$ cat config.mk
export PLATFORM = sky130hd
export DESIGN_NAME = row_link_flat
export DESIGN_NICKNAME = d
export VERILOG_FILES = /design/src/rtl/vetris_pkg.sv /design/src/rtl/row_link_if.sv /design/src/rtl/row_link_wdog.sv /design/src/rtl/row_link.sv /design/src/flat_wrapper.sv
export SDC_FILE = /design/constraint.sdc
export NUM_CORES = 1
export LEC_CHECK = 0
export ABC_AREA = 1
export BUFFER_PORTS_ARGS = -buffer_cell sky130_fd_sc_hd__buf_2
export CAP_MARGIN = 20
export CORE_MARGIN = 2
export CORE_UTILIZATION = 40
export DETAILED_ROUTE_END_ITERATION = 10
export GPL_TIMING_DRIVEN = 0
export PLACE_DENSITY = 0.64
export SLEW_MARGIN = 20
export SYNTH_ARGS = -nofsm -noshare
export SYNTH_HDL_FRONTEND = slang
export SYNTH_SLANG_ARGS = --single-unit
$ cat constraint.sdc
create_clock -name clk -period 2.31 [get_ports clk]
set_input_delay 0.231 -clock clk [delete_from_list [all_inputs] [get_ports clk]]
set_output_delay 0.231 -clock clk [all_outputs]
set_load 0.005 [all_outputs]
$ cat src/rtl/vetris_pkg.sv
// Shared definitions for the CPU <-> board row link: FSM state encoding and row geometry.
package vetris_pkg;
  typedef enum logic [1:0] {
    ST_IDLE = 2'd0,
    ST_XFER = 2'd1,
    ST_DONE = 2'd2
  } row_state_e;

  localparam int ROW_BEATS  = 4;
  localparam int ROW_BYTE_W = 8;
  localparam int ROW_W      = ROW_BEATS * ROW_BYTE_W;
endpackage

$ cat src/rtl/row_link_if.sv
// Byte-wide board bus carrying one row as ROW_BEATS request/ack beats.
interface row_link_if;
  import vetris_pkg::*;
  logic                  brd_req;
  logic                  brd_we;
  logic [4:0]            brd_addr;
  logic [1:0]            brd_beat;
  logic [ROW_BYTE_W-1:0] brd_wdata;
  logic                  brd_ack;
  logic [ROW_BYTE_W-1:0] brd_rdata;

  modport master (output brd_req, brd_we, brd_addr, brd_beat, brd_wdata,
                  input  brd_ack, brd_rdata);
  modport slave  (input  brd_req, brd_we, brd_addr, brd_beat, brd_wdata,
                  output brd_ack, brd_rdata);
endinterface

$ cat src/rtl/row_link_wdog.sv
// Per-beat watchdog: counts XFER cycles without ack, restarting on every new beat.
module row_link_wdog #(
  parameter int TIMEOUT = 255
) (
  input  logic clk,
  input  logic rst_n,
  input  logic i_run,
  input  logic i_ack,
  output logic o_expired
);
  localparam int CW = $clog2(TIMEOUT + 1);

  logic [CW-1:0] r_cnt;

  assign o_expired = i_run && !i_ack && (r_cnt == CW'(TIMEOUT - 1));

  always_ff @(posedge clk or negedge rst_n) begin
    if (!rst_n)                           r_cnt <= '0;
    else if (!i_run || i_ack || o_expired) r_cnt <= '0;
    else                                  r_cnt <= r_cnt + 1'b1;
  end
endmodule

$ cat src/rtl/row_link.sv
// Moves a 32-bit row word between CPU and board as four byte beats, stalling the pipeline meanwhile.
// Optional per-beat timeout enabled by defining ROW_LINK_TIMEOUT_EN.
module row_link
  import vetris_pkg::*;
#(
  parameter int NUM_ROWS = 20,
  parameter int TIMEOUT  = 255
) (
  input  logic             clk,
  input  logic             rst_n,
  input  logic             send_row,
  input  logic             get_row,
  input  logic [4:0]       row_idx,
  input  logic [ROW_W-1:0] wdata,
  output logic             stall,
  output logic [ROW_W-1:0] rdata,
  output logic             rdata_vld,
  output logic             err,
  row_link_if.master       brd
);
  localparam logic [1:0] IDLE = ST_IDLE;
  localparam logic [1:0] XFER = ST_XFER;
  localparam logic [1:0] DONE = ST_DONE;

  logic [1:0]       r_state;
  logic             r_we;
  logic [4:0]       r_addr;
  logic [1:0]       r_beat;
  logic [ROW_W-1:0] r_wdata;
  logic [ROW_W-1:0] r_rdata;
  logic             r_err;

  logic w_start, w_oor, w_last, w_tmo;

  assign w_start = (r_state == IDLE) && (send_row || get_row);
  assign w_oor   = {27'd0, row_idx} >= 32'(NUM_ROWS);
  assign w_last  = r_beat == 2'(ROW_BEATS - 1);

`ifdef ROW_LINK_TIMEOUT_EN
  row_link_wdog #(.TIMEOUT(TIMEOUT)) u_wdog (
    .clk       (clk),
    .rst_n     (rst_n),
    .i_run     (r_state == XFER),
    .i_ack     (brd.brd_ack),
    .o_expired (w_tmo)
  );
`else
  logic w_unused_tmo;
  assign w_unused_tmo = (TIMEOUT > 0);
  assign w_tmo        = 1'b0;
`endif

  always_ff @(posedge clk or negedge rst_n) begin
    if (!rst_n) begin
      r_state <= IDLE;
      r_we    <= 1'b0;
      r_addr  <= '0;
      r_beat  <= '0;
      r_wdata <= '0;
      r_rdata <= '0;
      r_err   <= 1'b0;
    end else begin
      case (r_state)
        IDLE: if (w_start) begin
          // send_row has priority when both instructions arrive together
          r_we    <= send_row;
          r_addr  <= row_idx;
          r_wdata <= wdata;
          r_beat  <= '0;
          if (!send_row) r_rdata <= '0;
          if (w_oor) begin
            r_err   <= 1'b1;
            r_state <= DONE;
          end else begin
            r_state <= XFER;
          end
        end
        XFER: if (brd.brd_ack) begin
          if (!r_we) r_rdata[{r_beat, 3'b000} +: ROW_BYTE_W] <= brd.brd_rdata;
          if (w_last) r_state <= DONE;
          else        r_beat  <= r_beat + 2'd1;
        end else if (w_tmo) begin
          // a timed-out read must not expose the partially assembled word
          if (!r_we) r_rdata <= '0;
          r_err   <= 1'b1;
          r_state <= DONE;
        end
        DONE:    r_state <= IDLE;
        default: r_state <= IDLE;
      endcase
    end
  end

  assign stall         = w_start || (r_state == XFER);
  assign rdata         = r_rdata;
  assign rdata_vld     = (r_state == DONE) && !r_we;
  assign err           = r_err;
  assign brd.brd_req   = (r_state == XFER);
  assign brd.brd_we    = r_we;
  assign brd.brd_addr  = r_addr;
  assign brd.brd_beat  = r_beat;
  assign brd.brd_wdata = r_wdata[{r_beat, 3'b000} +: ROW_BYTE_W];
endmodule

$ cat src/flat_wrapper.sv
// flat-port wrapper written by rule: the top's interface ports become plain ports
module row_link_flat import vetris_pkg::*;
#(
  parameter int NUM_ROWS = 20,
  parameter int TIMEOUT  = 255
)
  (clk, rst_n, send_row, get_row, row_idx, wdata, stall, rdata, rdata_vld, err, brd_brd_req, brd_brd_we, brd_brd_addr, brd_brd_beat, brd_brd_wdata, brd_brd_ack, brd_brd_rdata);
  row_link_if brd_i ();
  input  logic clk;
  input  logic rst_n;
  input  logic send_row;
  input  logic get_row;
  input  logic [4:0] row_idx;
  input  logic [ROW_W-1:0] wdata;
  output logic stall;
  output logic [ROW_W-1:0] rdata;
  output logic rdata_vld;
  output logic err;
  output wire logic [$bits(brd_i.brd_req)-1:0] brd_brd_req;
  output wire logic [$bits(brd_i.brd_we)-1:0] brd_brd_we;
  output wire logic [$bits(brd_i.brd_addr)-1:0] brd_brd_addr;
  output wire logic [$bits(brd_i.brd_beat)-1:0] brd_brd_beat;
  output wire logic [$bits(brd_i.brd_wdata)-1:0] brd_brd_wdata;
  input wire logic [$bits(brd_i.brd_ack)-1:0] brd_brd_ack;
  input wire logic [$bits(brd_i.brd_rdata)-1:0] brd_brd_rdata;
  assign brd_brd_req = brd_i.brd_req;
  assign brd_brd_we = brd_i.brd_we;
  assign brd_brd_addr = brd_i.brd_addr;
  assign brd_brd_beat = brd_i.brd_beat;
  assign brd_brd_wdata = brd_i.brd_wdata;
  assign brd_i.brd_ack = brd_brd_ack;
  assign brd_i.brd_rdata = brd_brd_rdata;
  row_link #(.NUM_ROWS(NUM_ROWS), .TIMEOUT(TIMEOUT)) u_core (.clk(clk), .rst_n(rst_n), .send_row(send_row), .get_row(get_row), .row_idx(row_idx), .wdata(wdata), .stall(stall), .rdata(rdata), .rdata_vld(rdata_vld), .err(err), .brd(brd_i));
endmodule
==> impl_table.tex <==
\begin{tabular}{lr}
\hline
Metric & Value \\
\hline
\multicolumn{2}{l}{\textbf{Status}} \\
Run status & complete, no violations \\
\multicolumn{2}{l}{\textbf{Setup path}} \\
Critical R2R Capture & u\_core.rdata[10]\$\_DFFE\_PN0P\_ \\
Slowest stage cell, crit path & dfrtp\_2 \\
Cell family contributing the most delay on the critical path & buffers and inverters \\
Startpoint Class & register \\
Delay contributed by the slowest stage of the critical path & 0.41 ns \\
Critical Path Fanout Max & 10 \\
Worst setup path class & reg2out \\
Path depth of the worst reg2reg path & 9 \\
Cell chain of the critical path & clkbuf\_4, clkbuf\_1, o21ai\_0, o22ai\_1, buf\_2 \\
Launch point of the worst reg-to-reg path & u\_core.brd.brd\_beat[0]\$\_DFFE\_PN0P\_ \\
Number of buffers and inverters on the critical path & 3 \\
Required time reported for the critical path endpoint & 2.08 ns \\
Setup crit end kind & output port \\
Critical Path AT & 1.94 ns \\
Slack of the worst reg-to-reg path & 0.15 ns \\
\multicolumn{2}{l}{\textbf{Logic synthesis}} \\
Distinct cells, synth & 24 \\
Total of warnings raised by yosys & 0 \\
Top cells by count, synth & nand2\_1, dfrtp\_1, nand3\_1, nor2\_1, o21ai\_0 \\
Main flop type after synthesis & dfrtp\_1 \\
Most frequent cell after synthesis & nand2\_1 \\
Netlist Area Pre-Place & 3640 um\^{}2 \\
Post-synthesis sequential element count & 75 \\
Fraction of post-synthesis cell area in the top cell type by area & 51.6\% \\
Share of the yosys chip area belonging to registers & 51.6\% \\
Mean instance size in the synthesized netlist & 7.88 um\^{}2 \\
Leading cell types by total area after synthesis & dfrtp\_1, nand2\_1, nand3\_1 \\
Post-Synthesis Net Count & 518 \\
Dominant cell type by area after synthesis & dfrtp\_1 \\
Number of instances in the synthesized netlist & 462 \\
Share of synthesized registers carrying an async set or reset & 100\% \\
EDFF count, synth & 0 \\
\multicolumn{2}{l}{\textbf{Drt}} \\
Vias & 3448 \\
Drt drc & 0 \\
Drt initial violations & 139 \\
Drt pass-1 iters & 4 \\
Routed via count divided by cell count & 4.98 \\
Final antenna-violating net count & 0 \\
Detailed Route WL & 9470 um \\
Wire per inst & 13.7 um \\
\multicolumn{2}{l}{\textbf{Timing}} \\
Hold Vio Cnt, Final & 0 \\
Number of pins exceeding their max-slew limit in the final report & 0 \\
F\_max & 460 MHz \\
Final setup TNS & 0 ns \\
Relative slew slack & 66.7\% \\
Worst slew pin tran & 0.500 ns \\
Worst Clk Skew & 0.00899 ns \\
Period minus WS final & 2.17 ns \\
Setup violation total in the final timing report & 0 \\
Part of the cycle the worst path needs & 94.1\% \\
\multicolumn{2}{l}{\textbf{Power and ir drop}} \\
Logic pwr share & 46.0\% \\
Maximum ir drop on the vdd rail & 0.691 mV \\
Total power density per cell area & 1260 nW/um\^{}2 \\
Sequential cell fraction of total power & 34.7\% \\
Internal power component & 3.34 mW \\
Sw frac & 42.3\% \\
Reported leakage power & 2.52 nW \\
Proportion of power drawn by the clock network & 19.3\% \\
Power dissipated by switching net loads & 2.45 mW \\
\multicolumn{2}{l}{\textbf{Hold path}} \\
Min-delay worst type & in2reg \\
Worst hold path cell count & 3 \\
Source of the worst hold timing path & wdata[4] \\
End of the worst hold path & u\_core.r\_wdata[4]\$\_DFFE\_PN0P\_ \\
\multicolumn{2}{l}{\textbf{Run}} \\
Number of maximum-capacitance constraint violations & 0 \\
\multicolumn{2}{l}{\textbf{Finish}} \\
Layout cells sized above 1 & 25.7\% \\
Area growth from synthesis to final layout & 25.8\% \\
Fin nets & 635 \\
Seq. cell area & 1880 um\^{}2 \\
Diodes inserted & 0 \\
Count of filler cells inserted in the layout & 929 \\
Final design area excluding fillers & 4580 um\^{}2 \\
Area of the multi-input gates & 1590 um\^{}2 \\
\multicolumn{2}{l}{\textbf{Clocking}} \\
TritonCTS Buffers & 9 \\
Worst-path clk slew & 0.08 ns \\
CTS H-tree depth & 3 \\
\# clock sinks & 75 \\
Buffers from clock root to sink, at most & 2 \\
Root buffer cell & clkbuf\_8 \\
Insertion delay of the later-clocked pin in the worst-skew pair & 0.35 ns \\
Clock tree from TritonCTS & built \\
\multicolumn{2}{l}{\textbf{GRT}} \\
Largest net degree at the start of global routing & 50 \\
Total track usage & 20.3\% \\
Number of antenna violations at the first check in global routing & 0 \\
Remaining Overflow, GRT & 0 \\
First-pass GRT wire length & 15900 um \\
Via count of the first global-routing pass & 3353 \\
\multicolumn{2}{l}{\textbf{Placement}} \\
Port Buffers & 101 \\
GP Congestion & 0.965 \\
Post-detail-place hpwl & 7000 um \\
Cell area after placement & 4310 um\^{}2 \\
\multicolumn{2}{l}{\textbf{Die}} \\
Core Footprint & 8760 um\^{}2 \\
Die area & 9880 um\^{}2 \\
Die Wd & 99.4 um \\
Io pins & 102 \\
Vertical die dimension & 99.4 um \\
Starting density of the core & 41.5\% \\
Cell Rows & 34 \\
\hline
\end{tabular}
power groups by stage:
| stage | registers [mW] | logic [mW] | clock network (mW) |
|---|---|---|---|
| 2_1_floorplan | 1.98 | 1.77 | 0 |
| 6_report | 2.01 | 2.66 | 1.12 |
| 4_1_cts | 2.01 | 2.65 | 1.15 |
| 3_5_place_dp | 2.03 | 2.62 | 0 |
| 3_3_place_gp | 2.02 | 2.56 | 0 |
| 5_1_grt | 2.07 | 3.05 | 1.21 |
worst max-delay path by stage:
stage                                             from                      endpoint  slack (ns)  depth (start not counted)
floorplan           u_core.brd.brd_beat[0]$_DFFE_PN0P_  u_core.rdata[10]$_DFFE_PN0P_        0.24                          9
finish              u_core.brd.brd_beat[0]$_DFFE_PN0P_              brd_brd_wdata[3]        0.14                          5
CTS                 u_core.brd.brd_beat[0]$_DFFE_PN0P_  u_core.rdata[10]$_DFFE_PN0P_        0.02                          9
detailed placement  u_core.brd.brd_beat[1]$_DFFE_PN0P_  u_core.rdata[10]$_DFFE_PN0P_       -0.15                          7
global placement    u_core.brd.brd_beat[1]$_DFFE_PN0P_  u_core.rdata[10]$_DFFE_PN0P_       -0.08                          7
global route        u_core.brd.brd_beat[0]$_DFFE_PN0P_  u_core.rdata[10]$_DFFE_PN0P_      -0.005                          9
cell usage in the layout (no fill, tap or decap), types with 4 or more instances in the layout:
master	count
nor2_1	33
buf_4	8
dfrtp_1	73
nor3_1	17
clkbuf_1	8
inv_1	11
nand3_2	6
nand4_1	4
buf_2	105
clkbuf_8	10
ha_1	6
nand3_1	53
o21ai_0	21
nand2_1	194
o22ai_1	8
worst register-to-register path, cell delays in order, from the launching register on:
cell	delay, ns
dfrtp_2	0.41
clkbuf_4	0.20
clkinvlp_4	0.15
clkbuf_4	0.24
ha_1	0.34
buf_2	0.22
nand3_2	0.19
nor2_1	0.17
nand3_1	0.10
nand2_1	0.07
flip-flops by register name (all words and copies together) (netlist names):
register	cells
u_core.r_state	2
u_core.err	1
u_core.brd.brd_we	1
u_core.rdata	32
u_core.brd.brd_beat	2
u_core.r_wdata	32
u_core.brd.brd_addr	5
logic make-up after synthesis:
| logic type | count (synthesis) | share of synthesized area, % |
|---|---|---|
| AO/OA/AOI/OAI | 35 | 5.33 |
| AND/OR/NAND/NOR | 310 | 36.2 |
| flip-flops | 75 | 51.6 |
| adder cells (fa/ha/maj) | 6 | 2.06 |
| buffers and inverters | 36 | 4.85 |
layout make-up:
class	instances	area share [%]
Buffer	19	2.60
Clock buffer	12	3.17
Clock inverter	4	1.61
Inverter	16	1.42
Multi-Input combinational cell	351	34.6
Sequential cell	75	41.0
Tap cell	108	2.95
Timing Repair Buffer	107	12.6
through the flow:
step	total power, mW	hold slack, ns	util, %	setup slack (ns)	cells
finish	5.79	0.0644	52.2	0.136	692
global route	6.32	0.0535	52.2	-0.00498	692
CTS	5.80	0.0405	51.9	0.0205	689
detailed placement	4.64	0.177	49.2	-0.152	672
global placement	4.58	0.425	48.8	-0.0764	671
floorplan	3.74	-0.0646	-	0.242	462
metal layers:
layer / wire (um) / track usage [%]
met3: 644 / 4.64
met5: 0 / 0
met1: 4190 / 27.3
met2: 4570 / 32.9
met4: 76 / 6.11
timing repair:
item	in CTS	in global routing
buffers inserted	1	3
pin swaps	1	0
hold buffers	1	0
endpoints found under the hold margin	26	0
setup endpoints to repair	22	40
gates resized for setup	2	6
Note: power is estimated with default switching activity, not from simulation.
